File: src/rtl/lcd_refresh_pkg.sv
// lcd_refresh_pkg
// Shared definitions for the LCD refresh sequencer: FSM state encoding,
// HD44780 command bytes, display character bytes, per-phase beat counts and
// small lookup helpers for the fixed label text and the init command list.
// Optional feature macro used by the importing files: LCD_REFRESH_FREE_COUNT_EN.
package lcd_refresh_pkg;

    typedef enum logic [2:0] {
        ST_IDLE,
        ST_INIT,
        ST_CLR_WAIT,
        ST_L1,
        ST_L2,
        ST_FIN
    } state_t;

    // HD44780 commands
    localparam logic [7:0] CMD_FUNCTION_SET = 8'h38;
    localparam logic [7:0] CMD_DISPLAY_ON   = 8'h0C;
    localparam logic [7:0] CMD_CLEAR        = 8'h01;
    localparam logic [7:0] CMD_ENTRY_MODE   = 8'h06;
    localparam logic [7:0] CMD_LINE1        = 8'h80;
    localparam logic [7:0] CMD_LINE2        = 8'hC0;

    // Display characters
    localparam logic [7:0] CHAR_HASH  = 8'h23;
    localparam logic [7:0] CHAR_DASH  = 8'h2D;
    localparam logic [7:0] CHAR_SPACE = 8'h20;
    localparam logic [7:0] CHAR_ZERO  = 8'h30;

    // Beats per phase: init list, and one address command + 16 chars per line
    localparam int unsigned INIT_BEATS   = 4;
    localparam int unsigned CLR_CMD_IDX  = 2;
    localparam int unsigned LINE_BEATS   = 17;
    localparam int unsigned NUM_ROOMS    = 12;

    function automatic logic [7:0] init_cmd(input logic [1:0] sel);
        case (sel)
            2'd0:    return CMD_FUNCTION_SET;
            2'd1:    return CMD_DISPLAY_ON;
            2'd2:    return CMD_CLEAR;
            default: return CMD_ENTRY_MODE;
        endcase
    endfunction

    // "OCC:"
    function automatic logic [7:0] occ_label(input logic [1:0] sel);
        case (sel)
            2'd0:    return 8'h4F;
            2'd1:    return 8'h43;
            2'd2:    return 8'h43;
            default: return 8'h3A;
        endcase
    endfunction

    // "FREE:"
    function automatic logic [7:0] free_label(input logic [2:0] sel);
        case (sel)
            3'd0:    return 8'h46;
            3'd1:    return 8'h52;
            3'd2:    return 8'h45;
            3'd3:    return 8'h45;
            default: return 8'h3A;
        endcase
    endfunction

endpackage

File: src/rtl/lcd_refresh_sequencer_room_free_counter.sv
// room_free_counter
// Combinational free-room count for the line-2 display: counts the rooms not
// marked occupied in the 12-bit snapshot and renders the count as two ASCII
// decimal digits. Only compiled when LCD_REFRESH_FREE_COUNT_EN is defined.
// Ports:
//   snapshot   in  12  room occupancy, 1 = occupied
//   free_count out  4  number of free rooms, 0..12
//   tens_char  out  8  ASCII tens digit ('0' or '1')
//   ones_char  out  8  ASCII ones digit
`ifdef LCD_REFRESH_FREE_COUNT_EN
module room_free_counter (
    input  logic [11:0] snapshot,
    output logic [3:0]  free_count,
    output logic [7:0]  tens_char,
    output logic [7:0]  ones_char
);
    import lcd_refresh_pkg::*;

    logic [3:0] occupied;
    logic [3:0] ones_val;

    always_comb begin
        occupied = '0;
        for (int unsigned k = 0; k < NUM_ROOMS; k++) begin
            occupied = occupied + {3'b000, snapshot[k]};
        end
        free_count = 4'd12 - occupied;
        if (free_count >= 4'd10) begin
            tens_char = CHAR_ZERO + 8'd1;
            ones_val  = free_count - 4'd10;
        end else begin
            tens_char = CHAR_ZERO;
            ones_val  = free_count;
        end
        ones_char = CHAR_ZERO + {4'b0000, ones_val};
    end

endmodule
`endif

File: src/rtl/lcd_refresh_sequencer.sv
// lcd_refresh_sequencer
// Waits for the active-low restart request to be released, snapshots the room
// occupancy flags and streams one complete HD44780 refresh (init commands,
// line 1 occupancy map, optional line 2 free-room count) to the LCD byte
// controller over a valid/ready handshake.
// Optional feature: LCD_REFRESH_FREE_COUNT_EN adds line 2 (38 beats);
// without it the refresh ends after line 1 (21 beats).
// Ports:
//   iCLK        in   1  system clock
//   iRST_N      in   1  asynchronous active-low reset
//   iRESTART_N  in   1  restart request (asynchronous, active-low level)
//   iSTATUS     in  12  room occupancy, bit k = room k+1, 1 = occupied
//   oLCD_DATA   out  9  {RS, byte}, RS=1 for characters
//   oLCD_VALID  out  1  oLCD_DATA valid
//   iLCD_READY  in   1  controller accepts the beat with oLCD_VALID
//   oBUSY       out  1  refresh in progress
//   oDONE       out  1  one-cycle pulse after the last beat is accepted
module lcd_refresh_sequencer #(
    parameter int unsigned CLEAR_WAIT_CYC = 82000
) (
    input  logic        iCLK,
    input  logic        iRST_N,
    input  logic        iRESTART_N,
    input  logic [11:0] iSTATUS,
    output logic [8:0]  oLCD_DATA,
    output logic        oLCD_VALID,
    input  logic        iLCD_READY,
    output logic        oBUSY,
    output logic        oDONE
);
    import lcd_refresh_pkg::*;

    localparam int unsigned CW = $clog2(CLEAR_WAIT_CYC + 1);

    logic          sync1, sync2, sync_d, rise;
    logic [11:0]   snapshot;
    state_t        state;
    logic [4:0]    idx;
    logic [CW-1:0] cnt;
    logic [8:0]    beat_data;
    logic [1:0]    occ_sel;
    logic [3:0]    room_sel;
    logic          abort;

    // Synchronizer, registered rising-edge detect and snapshot capture.
    // sync_d resets low, so a request already released at reset exit is an edge.
    always_ff @(posedge iCLK or negedge iRST_N) begin
        if (!iRST_N) begin
            sync1    <= 1'b0;
            sync2    <= 1'b0;
            sync_d   <= 1'b0;
            rise     <= 1'b0;
            snapshot <= '0;
        end else begin
            sync1  <= iRESTART_N;
            sync2  <= sync1;
            sync_d <= sync2;
            rise   <= sync2 & ~sync_d;
            if (sync2 && !sync_d) begin
                snapshot <= iSTATUS;
            end
        end
    end

    assign abort    = oBUSY & ~sync2;
    assign occ_sel  = idx[1:0] - 2'd1;
    assign room_sel = idx[3:0] - 4'd5;

`ifdef LCD_REFRESH_FREE_COUNT_EN
    logic [3:0] free_count;
    logic [7:0] tens_char, ones_char;
    logic [2:0] free_sel;

    assign free_sel = idx[2:0] - 3'd1;

    room_free_counter u_free (
        .snapshot   (snapshot),
        .free_count (free_count),
        .tens_char  (tens_char),
        .ones_char  (ones_char)
    );
`endif

    // Byte for beat idx of the current phase
    always_comb begin
        beat_data = '0;
        case (state)
            ST_INIT: beat_data = {1'b0, init_cmd(idx[1:0])};
            ST_L1: begin
                if (idx == 5'd0)
                    beat_data = {1'b0, CMD_LINE1};
                else if (idx < 5'd5)
                    beat_data = {1'b1, occ_label(occ_sel)};
                else
                    beat_data = {1'b1, snapshot[room_sel] ? CHAR_HASH : CHAR_DASH};
            end
`ifdef LCD_REFRESH_FREE_COUNT_EN
            ST_L2: begin
                if (idx == 5'd0)
                    beat_data = {1'b0, CMD_LINE2};
                else if (idx < 5'd6)
                    beat_data = {1'b1, free_label(free_sel)};
                else if (idx == 5'd6)
                    beat_data = {1'b1, tens_char};
                else if (idx == 5'd7)
                    beat_data = {1'b1, ones_char};
                else
                    beat_data = {1'b1, CHAR_SPACE};
            end
`endif
            default: beat_data = '0;
        endcase
    end

    // Each beat is presented in the cycle after the previous acceptance;
    // a pending beat always completes before an abort takes effect.
    always_ff @(posedge iCLK or negedge iRST_N) begin
        if (!iRST_N) begin
            state      <= ST_IDLE;
            idx        <= '0;
            cnt        <= '0;
            oLCD_DATA  <= '0;
            oLCD_VALID <= 1'b0;
            oBUSY      <= 1'b0;
            oDONE      <= 1'b0;
        end else begin
            oDONE <= 1'b0;
            case (state)
                ST_IDLE, ST_FIN: begin
                    if (rise) begin
                        state      <= ST_INIT;
                        idx        <= '0;
                        oLCD_DATA  <= {1'b0, CMD_FUNCTION_SET};
                        oLCD_VALID <= 1'b1;
                        oBUSY      <= 1'b1;
                    end else begin
                        state <= ST_IDLE;
                    end
                end
                default: begin
                    if (oLCD_VALID && !iLCD_READY) begin
                        // hold the pending beat
                    end else if (abort) begin
                        state      <= ST_IDLE;
                        idx        <= '0;
                        oLCD_VALID <= 1'b0;
                        oBUSY      <= 1'b0;
                    end else if (oLCD_VALID) begin
                        oLCD_VALID <= 1'b0;
                        case (state)
                            ST_INIT: begin
                                if (idx == 5'(CLR_CMD_IDX)) begin
                                    state <= ST_CLR_WAIT;
                                    cnt   <= '0;
                                end else if (idx == 5'(INIT_BEATS - 1)) begin
                                    state <= ST_L1;
                                    idx   <= '0;
                                end else begin
                                    idx <= idx + 5'd1;
                                end
                            end
                            ST_L1: begin
                                if (idx == 5'(LINE_BEATS - 1)) begin
`ifdef LCD_REFRESH_FREE_COUNT_EN
                                    state <= ST_L2;
                                    idx   <= '0;
`else
                                    state <= ST_FIN;
                                    idx   <= '0;
                                    oBUSY <= 1'b0;
                                    oDONE <= 1'b1;
`endif
                                end else begin
                                    idx <= idx + 5'd1;
                                end
                            end
`ifdef LCD_REFRESH_FREE_COUNT_EN
                            ST_L2: begin
                                if (idx == 5'(LINE_BEATS - 1)) begin
                                    state <= ST_FIN;
                                    idx   <= '0;
                                    oBUSY <= 1'b0;
                                    oDONE <= 1'b1;
                                end else begin
                                    idx <= idx + 5'd1;
                                end
                            end
`endif
                            default: state <= ST_IDLE;
                        endcase
                    end else if (state == ST_CLR_WAIT) begin
                        // Last wait cycle presents the entry-mode command directly
                        if (cnt == CW'(CLEAR_WAIT_CYC - 1)) begin
                            state      <= ST_INIT;
                            idx        <= 5'(INIT_BEATS - 1);
                            oLCD_DATA  <= {1'b0, CMD_ENTRY_MODE};
                            oLCD_VALID <= 1'b1;
                        end else begin
                            cnt <= cnt + CW'(1);
                        end
                    end else begin
                        oLCD_DATA  <= beat_data;
                        oLCD_VALID <= 1'b1;
                    end
                end
            endcase
        end
    end

endmodule

File: config.mk
export PLATFORM = sky130hd
export DESIGN_NAME = lcd_refresh_sequencer
export DESIGN_NICKNAME = d
export VERILOG_FILES = /design/src/rtl/lcd_refresh_pkg.sv /design/src/rtl/lcd_refresh_sequencer_room_free_counter.sv /design/src/rtl/lcd_refresh_sequencer.sv
export SDC_FILE = /design/constraint.sdc
export NUM_CORES = 1
export LEC_CHECK = 0
export BUFFER_PORTS_ARGS = -buffer_cell sky130_fd_sc_hd__buf_2
export CAP_MARGIN = 20
export CORE_ASPECT_RATIO = 2
export CORE_MARGIN = 4
export CORE_UTILIZATION = 28
export CTS_CLUSTER_SIZE = 40
export DETAILED_ROUTE_END_ITERATION = 16
export MAX_ROUTING_LAYER = met4
export PLACE_DENSITY = 0.43
export SLEW_MARGIN = 25
export SYNTH_ARGS = -nofsm -noshare
export SYNTH_HDL_FRONTEND = slang
export SYNTH_SLANG_ARGS = --single-unit
File: constraint.sdc
create_clock -name iCLK -period 2.3 [get_ports iCLK]
set_input_delay 0.345 -clock iCLK [delete_from_list [all_inputs] [get_ports iCLK]]
set_output_delay 0.345 -clock iCLK [all_outputs]
set_load 0.1 [all_outputs]
==> run_results.csv <==
group,metric,value,unit
status,status,"finished, final reports clean",
logic_synthesis,async_flop_share,100,%
timing,hold_viol,0,
timing,setup_viol,0,
placed_design,gp_congestion,0.852,
logic_synthesis,yosysTopAreaCell,"dfrtp_1",
floorplan,initial_core_util,28.7,%
route,dr.pass1.iters,5,
floorplan,row_count,53,
timing,fin_crit,2.20,ns
pwr,peakVddDrop,0.000605,V
route,vias_per_cell,5.10,
cts,postCtsHoldBufs,0,
critical_path,path_buf_inv,0,
logic_synthesis,synth_cell_types,60,
critical_path,critPathLaunchType,"flop",
global_routing,grt_pass1_vias,2674,
global_routing,antenna_found_initial,0,
critical_path,cp.arrival,2.38,ns
route,ant_nets,0,
final_layout,utilization,34.7,%
logic_synthesis,dominantRegCellSynth,"dfrtp_1",
floorplan,boundaryPins,28,
global_routing,grt_overflow,0,
pwr,power.density,1450,mW/mm^2
critical_path,r2r_setup_slack,0.10,ns
cts,cts_tree,"yes",
logic_synthesis,synth-edff-count,0,
cts,insertion_delay,0.30,ns
global_routing,grt_use_total,14.8,%
critical_path,cp_top_family,"simple AND/OR/NAND/NOR gates",
timing,worst_pin_slew,0.591,ns
critical_path,reg2reg_from,"cnt[0]$_DFFE_PN0P_",
logic_synthesis,synth-seq-area-share,43.5,%
final_layout,final_common_cell,"dfrtp_1",
timing,rsz0062_at_grt,"true",
route,drt_iter0_markers,98,
route,post_drt_wl_per_cell,17.0,microns
logic_synthesis,synth_top_area_share,43.5,%
critical_path,rr_worst_depth,6,
min_path,worstHoldPathType,"primary input to async pin",
cts,root_buffer,"clkbuf_16",
logic_synthesis,postSynthAreaPerCell,9.98,sq um
critical_path,crit_chain,"ha_1 -> nor4bb_1 -> nand4_1 -> o31ai_2 -> o311a_1 -> mux2_2",
logic_synthesis,synthTopCellsByArea,"dfrtp_1, mux2_2, nor2_1",
route,drc,0,
timing,max_freq,455,MHz
placed_design,hpwl,6730,microns
route,via_count,2513,
logic_synthesis,synth_seq_cells,53,
critical_path,cpMaxStageDelayCell,"dfrtp_1",
critical_path,timing.rr.end,"state[2]$_DFFE_PN0P_",
timing,clock_skew,0.00576,ns
floorplan,placeableCoreArea,0.0106,sq mm
logic_synthesis,syn_area,0.00305,sq mm
final_layout,fin_cells,493,
final_layout,nNetsFinal,378,
critical_path,slowest_delay,0.40,ns
critical_path,path_class,"flop to flop",
route,wirelength,8400,microns
cts,cts-buffers-inserted,5,
logic_synthesis,synth_fp_nets,328,
timing,slew-limit-headroom,60.6,%
critical_path,cp-end-kind,"flop",
critical_path,critPathRequiredTime,2.48,ns
final_layout,syn_to_final_growth,21.0,%
pwr,total_power,5340,uW
cts,htree_levels,2,
timing,slew_viol_final,0,
timing,hold_slack,0.0373,ns
cts,path_clk_slew,0.07,ns
global_routing,grt_pass1_wl,13900,microns
floorplan,die-area,0.0127,sq mm
critical_path,cp-endpoint,"state[2]$_DFFE_PN0P_",
placed_design,port_buffers,27,
final_layout,diodes,0,
global_routing,grt_max_degree,33,
pwr,p_leak,0.00158,uW
timing,finalCritPeriodShare,95.6,%
floorplan,die_y,155,microns
flow_run,cap_viol_max_count,0,
critical_path,cp.depth,6,
final_layout,fillers,1110,
logic_synthesis,ys_warn_count,0,
cts,clock_path_buffers,2,
logic_synthesis,synthCells,305,
critical_path,worstPathMaxFanout,5,
critical_path,startpoint,"cnt[0]$_DFFE_PN0P_",
placed_design,placed_cells,484,
floorplan,die_w,81.7,microns
cts,cts.sinks,53,
final_layout,final_cell_mix,"dfrtp_1, nor2_1, buf_2, buf_4, nand2_1",
final_layout,drive_above_1_share,28.9,%
per-stage QoR:
stage	area [sq um]	setup slack, ns	TNS [ns]
6_report	3690	0.102	0
5_1_grt	3690	-0.0396	-0.149
4_1_cts	3640	0.0281	0
3_5_place_dp	3490	0.0443	0
3_3_place_gp	3490	0.107	0
2_1_floorplan	3050	0.0122	0
area by class of cell:
| type | count | area [sq um] | area share [%] |
|---|---|---|---|
| clock inverter | 3 | 25.0 | 0.679 |
| tap | 137 | 171 | 4.65 |
| sequential | 53 | 1330 | 36.0 |
| multi-input combinational | 229 | 1640 | 44.5 |
| inverter | 11 | 41.3 | 1.12 |
| timing repair buffer | 55 | 358 | 9.71 |
| clock buffer | 5 | 125 | 3.39 |
synthesized netlist by cell type (all sizes together) (5+ instances only):
cell type,count
nand2,23
dfrtp,53
nor3,13
nor2,34
nor2b,7
nand4,5
and3,8
ha,7
buf,8
xnor2,13
o21ai,15
nand3,12
a21oi,11
mux2,17
inv,11
sequential cells by signal, indices dropped and copies added (netlist names):
name,flops
cnt,17
snapshot,12
oLCD_DATA,9
idx,5
state,3
oBUSY,1
oDONE,1
oLCD_VALID,1
rise,1
sync1,1
sync2,1
sync_d,1
power breakdown:
| part | switching [uW] | internal, uW |
|---|---|---|
| Combinational | 2140 | 1120 |
| Clock | 376 | 411 |
| Sequential | 172 | 1130 |
how the worst min path moves through the flow:
| stage | start | to | depth (start not counted) | slack (ns) |
|---|---|---|---|---|
| detailed placement | sync1$_DFF_PN0_ | sync2$_DFF_PN0_ | 0 | 0.34 |
| finish | iRST_N | snapshot[2]$_DFFE_PN0P_ | 1 | 0.04 |
| CTS | iRST_N | snapshot[3]$_DFFE_PN0P_ | 1 | 0.06 |
| global placement | sync1$_DFF_PN0_ | sync2$_DFF_PN0_ | 0 | 0.34 |
| global route | iRST_N | snapshot[2]$_DFFE_PN0P_ | 1 | 0.08 |
| floorplan | iRST_N | cnt[0]$_DFFE_PN0P_ | 0 | 0.05 |
cell families (layout without fill, tap and decap cells):
kind of cell | after synthesis | count (layout) | synth area share [%]
AOI/OAI and AO/OA | 61 | 61 | 14.4
DFF | 53 | 53 | 43.5
buffers and inverters | 23 | 74 | 3.90
and+or+nand+nor | 125 | 125 | 23.0
muxes | 21 | 21 | 8.01
adders and majority gates | 7 | 7 | 2.88
xor gates and xnor gates | 15 | 15 | 4.31
routing by layer:
metal / wire length [microns] / global-route usage [%] / vias up / share of wire (%)
met5: 0 / - / - / 0
met4: 520 / 9.75 / 0 / 6.2
met3: 251 / 1.97 / 33 / 3.0
met2: 4780 / 26.5 / 70 / 57
met1: 2840 / 14.2 / 1201 / 34
li1: - / - / 1209 / -
repair_timing:
item / in CTS / in global routing
endpoints found under the setup margin: 0 / 12
gates resized for setup: 0 / 10
setup buffers: 0 / 1
(Power assumes the default switching activity.)
